## src/rtl/wd_pkg.sv

```systemverilog
// Shared types and constants for the watchdog supervisor.
package wd_pkg;

   localparam int RETRY_W = 8;

   typedef enum logic [2:0] {
      ST_IDLE    = 3'd0,
      ST_ARMED   = 3'd1,
      ST_MUTE    = 3'd2,
      ST_HOLD    = 3'd3,
      ST_SETTLE  = 3'd4,
      ST_LOCKOUT = 3'd5
   } wd_state_e;

endpackage

```

## src/rtl/wd_hb_aggregator.sv

```systemverilog
// Collects one liveness pulse from every source and emits a single registered heartbeat.
module wd_hb_aggregator #(
   parameter int N_SRC = 4
) (
   input  logic             clk,
   input  logic             rstn,
   input  logic             en,
   input  logic [N_SRC-1:0] src_alive,
   output logic             hb_out
);

   logic [N_SRC-1:0] seen_q, seen_d, merged;
   logic             hb_q, hb_d;

   // Pulses landing in the completing cycle are absorbed by that heartbeat.
   always_comb begin
      merged = seen_q | src_alive;
      seen_d = '0;
      hb_d   = 1'b0;
      if (en) begin
         if (&merged) begin
            hb_d = 1'b1;
         end else begin
            seen_d = merged;
         end
      end
   end

   always_ff @(posedge clk or negedge rstn) begin
      if (!rstn) begin
         seen_q <= '0;
         hb_q   <= 1'b0;
      end else begin
         seen_q <= seen_d;
         hb_q   <= hb_d;
      end
   end

   assign hb_out = hb_q;

endmodule

```

## src/rtl/wd_supervisor.sv

```systemverilog
// Arms the watchdog, feeds it an aggregated heartbeat and runs the mute/reset/settle
// recovery on expiry, locking out after repeated failures.
//
// state   | meaning
// IDLE    | supervision off, RF muted, subsystem running
// ARMED   | watchdog enabled, heartbeats forwarded, RF live
// MUTE    | one cycle of RF mute before the subsystem reset
// HOLD    | subsystem held in reset for HOLD_CYCLES
// SETTLE  | reset released, waiting SETTLE_CYCLES before re-arm
// LOCKOUT | too many recoveries; waits for clear_lockout
module wd_supervisor
   import wd_pkg::*;
#(
   parameter int N_SRC         = 4,
   parameter int HOLD_CYCLES   = 1024,
   parameter int SETTLE_CYCLES = 256,
   parameter int MAX_RETRIES   = 3,
   parameter int HEALTHY_BEATS = 8,
   parameter int CNT_W         = 16
) (
   input  logic               clk,
   input  logic               rstn,
   input  logic [N_SRC-1:0]   src_alive,
   input  logic               arm_req,
   input  logic               clear_lockout,
   input  logic               wd_triggered,
   input  logic               wd_warning,
   output logic               wd_heartbeat,
   output logic               wd_enable,
   output logic               wd_force_reset,
   output logic               rf_mute,
   output logic               sub_rstn,
   output logic               warn_irq,
   output logic [2:0]         state,
   output logic [RETRY_W-1:0] retry_count,
   output logic               lockout
);

   localparam int BEAT_W = $clog2(HEALTHY_BEATS + 1);

   wd_state_e          state_q, state_d;
   logic [CNT_W-1:0]   cnt_q, cnt_d;
   logic [BEAT_W-1:0]  beat_q, beat_d;
   logic [RETRY_W-1:0] retry_q, retry_d, retry_inc;
   logic               en_q, en_d;
   logic               mute_q, mute_d;
   logic               srst_q, srst_d;
   logic               frc_q, frc_d;
   logic               lock_q, lock_d;
   logic               warn_irq_q, warn_irq_d;
   logic               warn_in_q;
   logic               hb;

   wd_hb_aggregator #(
      .N_SRC(N_SRC)
   ) u_hb_agg (
      .clk      (clk),
      .rstn     (rstn),
      .en       (state_q == ST_ARMED),
      .src_alive(src_alive),
      .hb_out   (hb)
   );

   assign retry_inc = (retry_q == {RETRY_W{1'b1}}) ? retry_q : retry_q + 1'b1;

   always_comb begin
      state_d = state_q;
      cnt_d   = cnt_q;
      beat_d  = beat_q;
      retry_d = retry_q;

      case (state_q)
         ST_IDLE: begin
            if (arm_req) state_d = ST_ARMED;
         end
         ST_ARMED: begin
            if (hb) begin
               if (beat_q == BEAT_W'(HEALTHY_BEATS - 1)) begin
                  beat_d  = '0;
                  retry_d = '0;
               end else begin
                  beat_d = beat_q + 1'b1;
               end
            end
            if (wd_triggered)  state_d = ST_MUTE;
            else if (!arm_req) state_d = ST_IDLE;
         end
         ST_MUTE: begin
            state_d = ST_HOLD;
            cnt_d   = CNT_W'(HOLD_CYCLES - 1);
         end
         ST_HOLD: begin
            if (cnt_q == '0) begin
               state_d = ST_SETTLE;
               cnt_d   = CNT_W'(SETTLE_CYCLES - 1);
            end else begin
               cnt_d = cnt_q - 1'b1;
            end
         end
         ST_SETTLE: begin
            if (cnt_q == '0) begin
               retry_d = retry_inc;
               if (retry_inc >= RETRY_W'(MAX_RETRIES)) state_d = ST_LOCKOUT;
               else if (arm_req)                      state_d = ST_ARMED;
               else                                   state_d = ST_IDLE;
            end else begin
               cnt_d = cnt_q - 1'b1;
            end
         end
         ST_LOCKOUT: begin
            if (clear_lockout) begin
               state_d = ST_IDLE;
               retry_d = '0;
            end
         end
         default: state_d = ST_IDLE;
      endcase

      if (state_d == ST_ARMED && state_q != ST_ARMED) beat_d = '0;

      // Outputs are registered from the next state so they line up with state_q.
      en_d       = (state_d == ST_ARMED);
      mute_d     = (state_d != ST_ARMED);
      srst_d     = (state_d != ST_HOLD);
      lock_d     = (state_d == ST_LOCKOUT);
      frc_d      = (state_d != state_q) && (state_d == ST_ARMED || state_d == ST_HOLD);
      warn_irq_d = wd_warning & ~warn_in_q & (state_q == ST_ARMED);
   end

   always_ff @(posedge clk or negedge rstn) begin
      if (!rstn) begin
         state_q    <= ST_IDLE;
         cnt_q      <= '0;
         beat_q     <= '0;
         retry_q    <= '0;
         en_q       <= 1'b0;
         mute_q     <= 1'b1;
         srst_q     <= 1'b0;
         frc_q      <= 1'b0;
         lock_q     <= 1'b0;
         warn_irq_q <= 1'b0;
         warn_in_q  <= 1'b0;
      end else begin
         state_q    <= state_d;
         cnt_q      <= cnt_d;
         beat_q     <= beat_d;
         retry_q    <= retry_d;
         en_q       <= en_d;
         mute_q     <= mute_d;
         srst_q     <= srst_d;
         frc_q      <= frc_d;
         lock_q     <= lock_d;
         warn_irq_q <= warn_irq_d;
         warn_in_q  <= wd_warning;
      end
   end

   assign wd_heartbeat   = hb;
   assign wd_enable      = en_q;
   assign wd_force_reset = frc_q;
   assign rf_mute        = mute_q;
   assign sub_rstn       = srst_q;
   assign warn_irq       = warn_irq_q;
   assign state          = state_q;
   assign retry_count    = retry_q;
   assign lockout        = lock_q;

endmodule

```

## config.mk

```make
export PLATFORM = sky130hd
export DESIGN_NAME = wd_supervisor
export DESIGN_NICKNAME = d
export VERILOG_FILES = /design/src/rtl/wd_pkg.sv /design/src/rtl/wd_hb_aggregator.sv /design/src/rtl/wd_supervisor.sv
export SDC_FILE = /design/constraint.sdc
export NUM_CORES = 1
export LEC_CHECK = 0
export BUFFER_PORTS_ARGS = -buffer_cell sky130_fd_sc_hd__buf_2
export CORE_ASPECT_RATIO = 0.5
export CORE_MARGIN = 10
export CORE_UTILIZATION = 58
export CTS_BUF_LIST = sky130_fd_sc_hd__clkbuf_8 sky130_fd_sc_hd__clkbuf_16
export CTS_CLUSTER_DIAMETER = 30
export DETAILED_ROUTE_END_ITERATION = 8
export HOLD_SLACK_MARGIN = 0.12
export PLACE_DENSITY = 0.77
export SYNTH_ARGS = -nofsm -noshare
export SYNTH_HDL_FRONTEND = slang
export SYNTH_HIERARCHICAL = 1
export SYNTH_SLANG_ARGS = --single-unit
```

## constraint.sdc

```tcl
create_clock -name clk -period 2.8 [get_ports clk]
set_clock_uncertainty 0.2 [all_clocks]
set_input_delay 0.42 -clock clk [delete_from_list [all_inputs] [get_ports clk]]
set_output_delay 0.42 -clock clk [all_outputs]
set_load 0.1 [all_outputs]
```

# ---- Word-level counts from Yosys, hierarchy flattened
# Cells that the tools add are included.
# W data, S select, Z words.
dict set report word_totals {
  regBits 43
  latch_bits 0
  ramBits 0
  romBits 0
  in_bits 10
  out_inout_bits 18
  wordCells 79
  memories 0
}
dict set report op_classes {
  add_sub_neg 3
  mul 0
  n_div 0
  magnitude_cmp 1
  n_eq_ne 19
  n_shift 0
  muxes 26
  bitwise_logic 4
  n_reduce_logical 13
}
# cell count
set ops {}
lappend ops {{$pmux W16 S3} 1}
lappend ops {{$mux W8} 5}
lappend ops {{$mux W16} 2}
lappend ops {{$mux W4} 6}
lappend ops {{$pmux W8 S3} 1}
lappend ops {{$mux W3} 7}
lappend ops {{$pmux W3 S6} 1}
lappend ops {{$logic_not A16 Y1} 1}
lappend ops {{$sub A16 B1 Y16 const B} 1}
lappend ops {{$ne A2 B2 Y1 const B} 5}
lappend ops {{$eq A3 B2 Y1 const B} 3}
lappend ops {{$eq A3 B3 Y1 const B} 3}
lappend ops {{$add A8 B1 Y8 const B} 1}
lappend ops {{$eq A8 B8 Y1 const B} 1}
lappend ops {{$ge A8 B2 Y1 const B} 1}
lappend ops {{$eq A3 B1 Y1 const B} 2}
lappend ops {{$ne A3 B1 Y1 const B} 2}
lappend ops {{$reduce_bool A3 Y1} 2}
lappend ops {{$reduce_and A5 Y1} 1}
lappend ops {{$add A4 B1 Y4 const B} 1}
lappend ops {{$eq A4 B3 Y1 const B} 1}
lappend ops {{$or A4 B4 Y4} 1}
lappend ops {{$reduce_and A2 Y1} 2}
lappend ops {{$reduce_and A4 Y1} 1}
lappend ops {{other kinds (9)} 14}

# ---- Depth between registers and ports, before layout
dict set report depth {
  ltp_word 10
  depth_mapped 9
  depth_no_buf 8
}

# ---- Modules after synthesis
# The synthesis kept the hierarchy.
# mod n_inst cells_per_inst area_per_inst_um2 seq_area_each_um2
set modules_own_cells {}
lappend modules_own_cells {wd_supervisor 1 248 2199.6 952.2}
lappend modules_own_cells {wd_hb_aggregator 1 16 190.2 125.1}

# ---- Worst setup path before layout
# OpenSTA, ideal clock, no wires.
dict set report synth_timing {
  kind {reg-to-reg}
  start {register retry_q[0], in the netlist retry_count[0]}
  end {register beat_q[1]}
  setup_ps 151
  arrival_time_ps 2480
  required_ps 2449
  slack_ps -31
  stages_incl_launch_ff 8
  path_buffers 0
  period_less_slack_ps 2831
  path_cell_list {dfrtp_1 > ha_1 > nand2_1 > a21oi_1 > o221a_2 > o22ai_1 > o211ai_1 > a32oi_1}
}
dict set report synth_between {
  elab_chain_cells 10
  elab_cells_between_ends 13
  cone_classes {1 x add/sub; 1 x order compare; 2 x eq/ne; 5 x mux; 4 x reduce/logical}
}
# item line
set synth_rtl {}
lappend synth_rtl {{start, declared} wd_supervisor.sv:44} ;# logic [RETRY_W-1:0] retry_q, retry_d, retry_inc;
lappend synth_rtl {{start signal, assigned} wd_supervisor.sv:147} ;# retry_q <= retry_d;
lappend synth_rtl {{$add A8 B1 Y8 or $eq A8 B8 Y1 (tied branches)} wd_supervisor.sv:64} ;# assign retry_inc = (retry_q == {RETRY_W{1'b1}}) ? retry_q : retry_q + 1'b1;
lappend synth_rtl {{$mux W8 (*)} wd_supervisor.sv:64}
lappend synth_rtl {{$ge A8 B2 Y1 (*)} wd_supervisor.sv:103} ;# if (retry_inc >= RETRY_W'(MAX_RETRIES)) state_d = ST_LOCKOUT;
lappend synth_rtl {{$mux W3 (*)} wd_supervisor.sv:103}
lappend synth_rtl {{$mux W3 (*)} wd_supervisor.sv:101} ;# if (cnt_q == '0) begin
lappend synth_rtl {{$pmux W3 S6 (*)} wd_supervisor.sv:72} ;# case (state_q)
lappend synth_rtl {{$eq A3 B1 Y1 (*)} wd_supervisor.sv:119} ;# if (state_d == ST_ARMED && state_q != ST_ARMED) beat_d = '0;
lappend synth_rtl {{$logic_and A1 B1 Y1 (*)} wd_supervisor.sv:119}
lappend synth_rtl {{$reduce_bool A2 Y1 (no source line)} -}
lappend synth_rtl {{$reduce_and A2 Y1 (no source line)} -}
lappend synth_rtl {{end signal, assigned} wd_supervisor.sv:146} ;# beat_q <= beat_d;
lappend synth_rtl {{end, declared} wd_supervisor.sv:43} ;# logic [BEAT_W-1:0] beat_q, beat_d;
# Mark *: on every way between the ends. The rest lies on a longest branch, timed or not.
# A chain may end at the register's enable or synchronous reset.

# ---- Final worst setup path
dict set report layout_timing {
  start {register cnt_q[0]}
  end {register retry_q[1], in the netlist retry_count[1]}
}
dict set report layout_between {
  elab_chain_cells 3
}
# item line
set layout_rtl {}
lappend layout_rtl {{start, declared} wd_supervisor.sv:42} ;# logic [CNT_W-1:0] cnt_q, cnt_d;
lappend layout_rtl {{start signal, assigned} wd_supervisor.sv:145} ;# cnt_q <= cnt_d;
lappend layout_rtl {{$logic_not A16 Y1} wd_supervisor.sv:101}
lappend layout_rtl {{$ne A2 B2 Y1 (no source line)} -}
lappend layout_rtl {{$reduce_and A5 Y1 (no source line)} -}
# No other way between the ends.

==> metrics.yaml <==
global_route:
  grt_pass1_vias: 2181
  groute.usage.overall_pct: 16.1
  gr-total-overflow: 0
  grt_max_degree: 28
  grt_pass1_wl_um: 10000
  antenna_found_initial: 0
placement:
  dp.cells: 344
  dp_hpwl_um: 4220
  io_buffers: 27
  place_congestion: 0.917
yosys:
  synth_area_per_cell_um2: 9.05
  synth_fp_nets: 277
  yosysUniqueCellTypes: 61
  synth_edf_count: 0
  synth_async_sr_flop_share_pct: 100
  ys.flop_type: "dfrtp_1"
  syn-cell-area_um2: 2390
  yosysSeqAreaShare_pct: 45.1
  netlist_instances: 264
  ys_ff_latch: 43
  yosys_warnings: 6
clocking:
  clock_path_buffers: 2
  postCtsHoldBufs: 2
  cts_tree: "built"
  numClockSinks: 43
  cts_resized: 0
  post_cts_buffers: 0
  ctsHtreeMaxLevel: 2
  cts_root_buffer: "clkbuf_8"
  clkTransAtPathRegs_ns: 0.09
  numCtsBuffers: 5
  worstSkewPairLatency_ns: 0.30
worst_setup_path:
  endpoint_kind: "register"
  cp.arrival_ns: 2.65
  required_ns: 2.79
  cp-start-kind: "register"
  path_class: "reg2reg"
  cp_max_fo: 7
cells_and_area:
  final_cells: 354
  layout-drive-gt1-share_pct: 21.3
  antenna_cells: 0
  fillers: 323
  area_growth_pct: 14.2
  mostFrequentLayoutCell: "dfrtp_1"
  postLayoutCoreUtil_pct: 69.2
  final_net_count: 312
  final_cell_mix: "dfrtp_1 (40), nor2_1 (30), buf_2 (27), a21oi_1 (23), nand2_1 (22)"
timing:
  fin_setup_tns_ns: 0
  period_needed_ns: 2.66
  report.final.slew_viol_count: 0
  max_slew_margin_pct: 56.8
  tightest_slew_ns: 0.646
  finalSetupViolCount: 0
  hold_ws_ns: 0.196
  final.period_utilization_pct: 95.0
  rsz0062_at_grt: "false"
  hold_violations: 0
  timing.fmax_ghz: 0.376
routing:
  drc: 0
  vias: 2181
  first_iter_violations: 155
  postRouteWirelength_um: 5800
  wire_per_inst_um: 16.4
  routed_via_density: 6.16
  ant_nets: 0
  detail_route.first_pass.iterations: 4
power:
  finalPower_mw: 2.26
  cellPowerDensity_nw_per_um2: 830
  power_leakage_nw: 1.22
  ir_worst_vdd_v: 0.000526
die:
  initial_core_util_pct: 60.6
  io_pins: 28
  chipHeight_um: 65.4
  die-area_um2: 7240
  core_area_um2: 3940
  rows: 16
  die_w_um: 111
run:
  cap_violations: 0
worst_hold_path:
  hold_path.class: "in2reg"
run_status:
  status: "finished clean"
-- flip-flops by register name, indices dropped and copies added, names as in the netlist --
name,count
retry_count,8
warn_in_q,1
rf_mute,1
sub_rstn,1
u_hb_agg/seen_q,4
lockout,1
state,3
cnt_q,16
warn_irq,1
beat_q,4
wd_force_reset,1
wd_enable,1
u_hb_agg/hb_out,1
-- critical path: stages, from the launching register on --
cell and delay [ns]:
dfrtp_1 0.42, inv_1 0.07, ha_1 0.18, or3b_4 0.43, nor2_4 0.14, nand4_1 0.15
a311o_1 0.50, o21bai_1 0.22, a32o_1 0.23
-- path summary, 6_finish.rpt --
check,cells after the start,slack [ns],start,end
setup / recovery,8,0.14,cnt_q[0],retry_count[1]
hold / removal,3,0.20,wd_triggered,state[1]
setup reg to reg,8,0.14,cnt_q[0],retry_count[1]
hold reg to reg,1,0.33,warn_in_q,warn_irq
max in group asynchronous,3,1.35,rstn,cnt_q[7]
min in group asynchronous,2,0.46,rstn,cnt_q[15]
-- cell families after synthesis --
family | Yosys count | share of synthesized area [%]
AO/OA/AOI/OAI | 75 | 20.5
XOR/XNOR | 8 | 2.93
adder cells (fa/ha/maj) | 3 | 1.57
buffers and inverters | 18 | 2.98
flip-flops | 43 | 45.1
multiplexers | 4 | 1.68
AND/OR/NAND/NOR | 113 | 25.3
-- routing by layer --
metal,track usage [%],vias up,share of wire [%]
met5,0,-,0
met4,4.03,0,1.2
met3,4.26,14,5.1
met2,27.0,65,48
met1,20.4,1065,46
li1,-,1037,-
-- cell type report --
type	instances	area, µm²	share of cell area (%)
Timing Repair Buffer	38	223	8.16
Inverter	8	30.0	1.10
Multi-Input combinational cell	203	1240	45.5
Tap cell	54	67.6	2.47
Sequential cell	43	1080	39.6
Clock buffer	5	68.8	2.52
Clock inverter	3	20.0	0.733
-- Yosys cell counts, drive strengths merged (2+ instances only) --
master | instances | share of area (%)
a32oi | 2 | 0.73
o21bai | 2 | 0.63
a21boi | 2 | 0.63
nand2b | 3 | 0.79
or3 | 6 | 2.0
a211oi | 2 | 0.63
inv | 8 | 1.3
a21oi | 23 | 4.8
mux2i | 4 | 1.7
buf | 3 | 0.63
o21ai | 15 | 3.3
o22a | 2 | 0.79
nor2 | 32 | 5.4
a41oi | 2 | 0.73
nand2 | 22 | 3.5
or2 | 3 | 0.79
o22ai | 3 | 0.79
nand4 | 3 | 0.79
nor4 | 2 | 0.52
nor3 | 9 | 1.9
nor2b | 5 | 1.6
nand3 | 11 | 2.3
clkbuf | 7 | 1.1
a31oi | 9 | 2.4
xnor2 | 7 | 2.6
and2 | 2 | 0.52
or3b | 2 | 0.84
ha | 3 | 1.6
nand4b | 2 | 0.73
and3 | 4 | 1.0
dfrtp | 42 | 44
or4 | 2 | 0.79
-- metrics by stage --
stage	setup WS, ns	cell area, µm²
floorplan	0.0160	2390
global placement	0.269	2620
detailed placement	0.182	2620
CTS	0.169	2730
global route	0.0510	2730
finish	0.140	2730
-- power by group --
group	internal, mW	switching (mW)
combinational	0.281	0.703
sequential	0.754	0.128
clock	0.174	0.226
No activity file was read; power rests on OpenSTA's default activity.
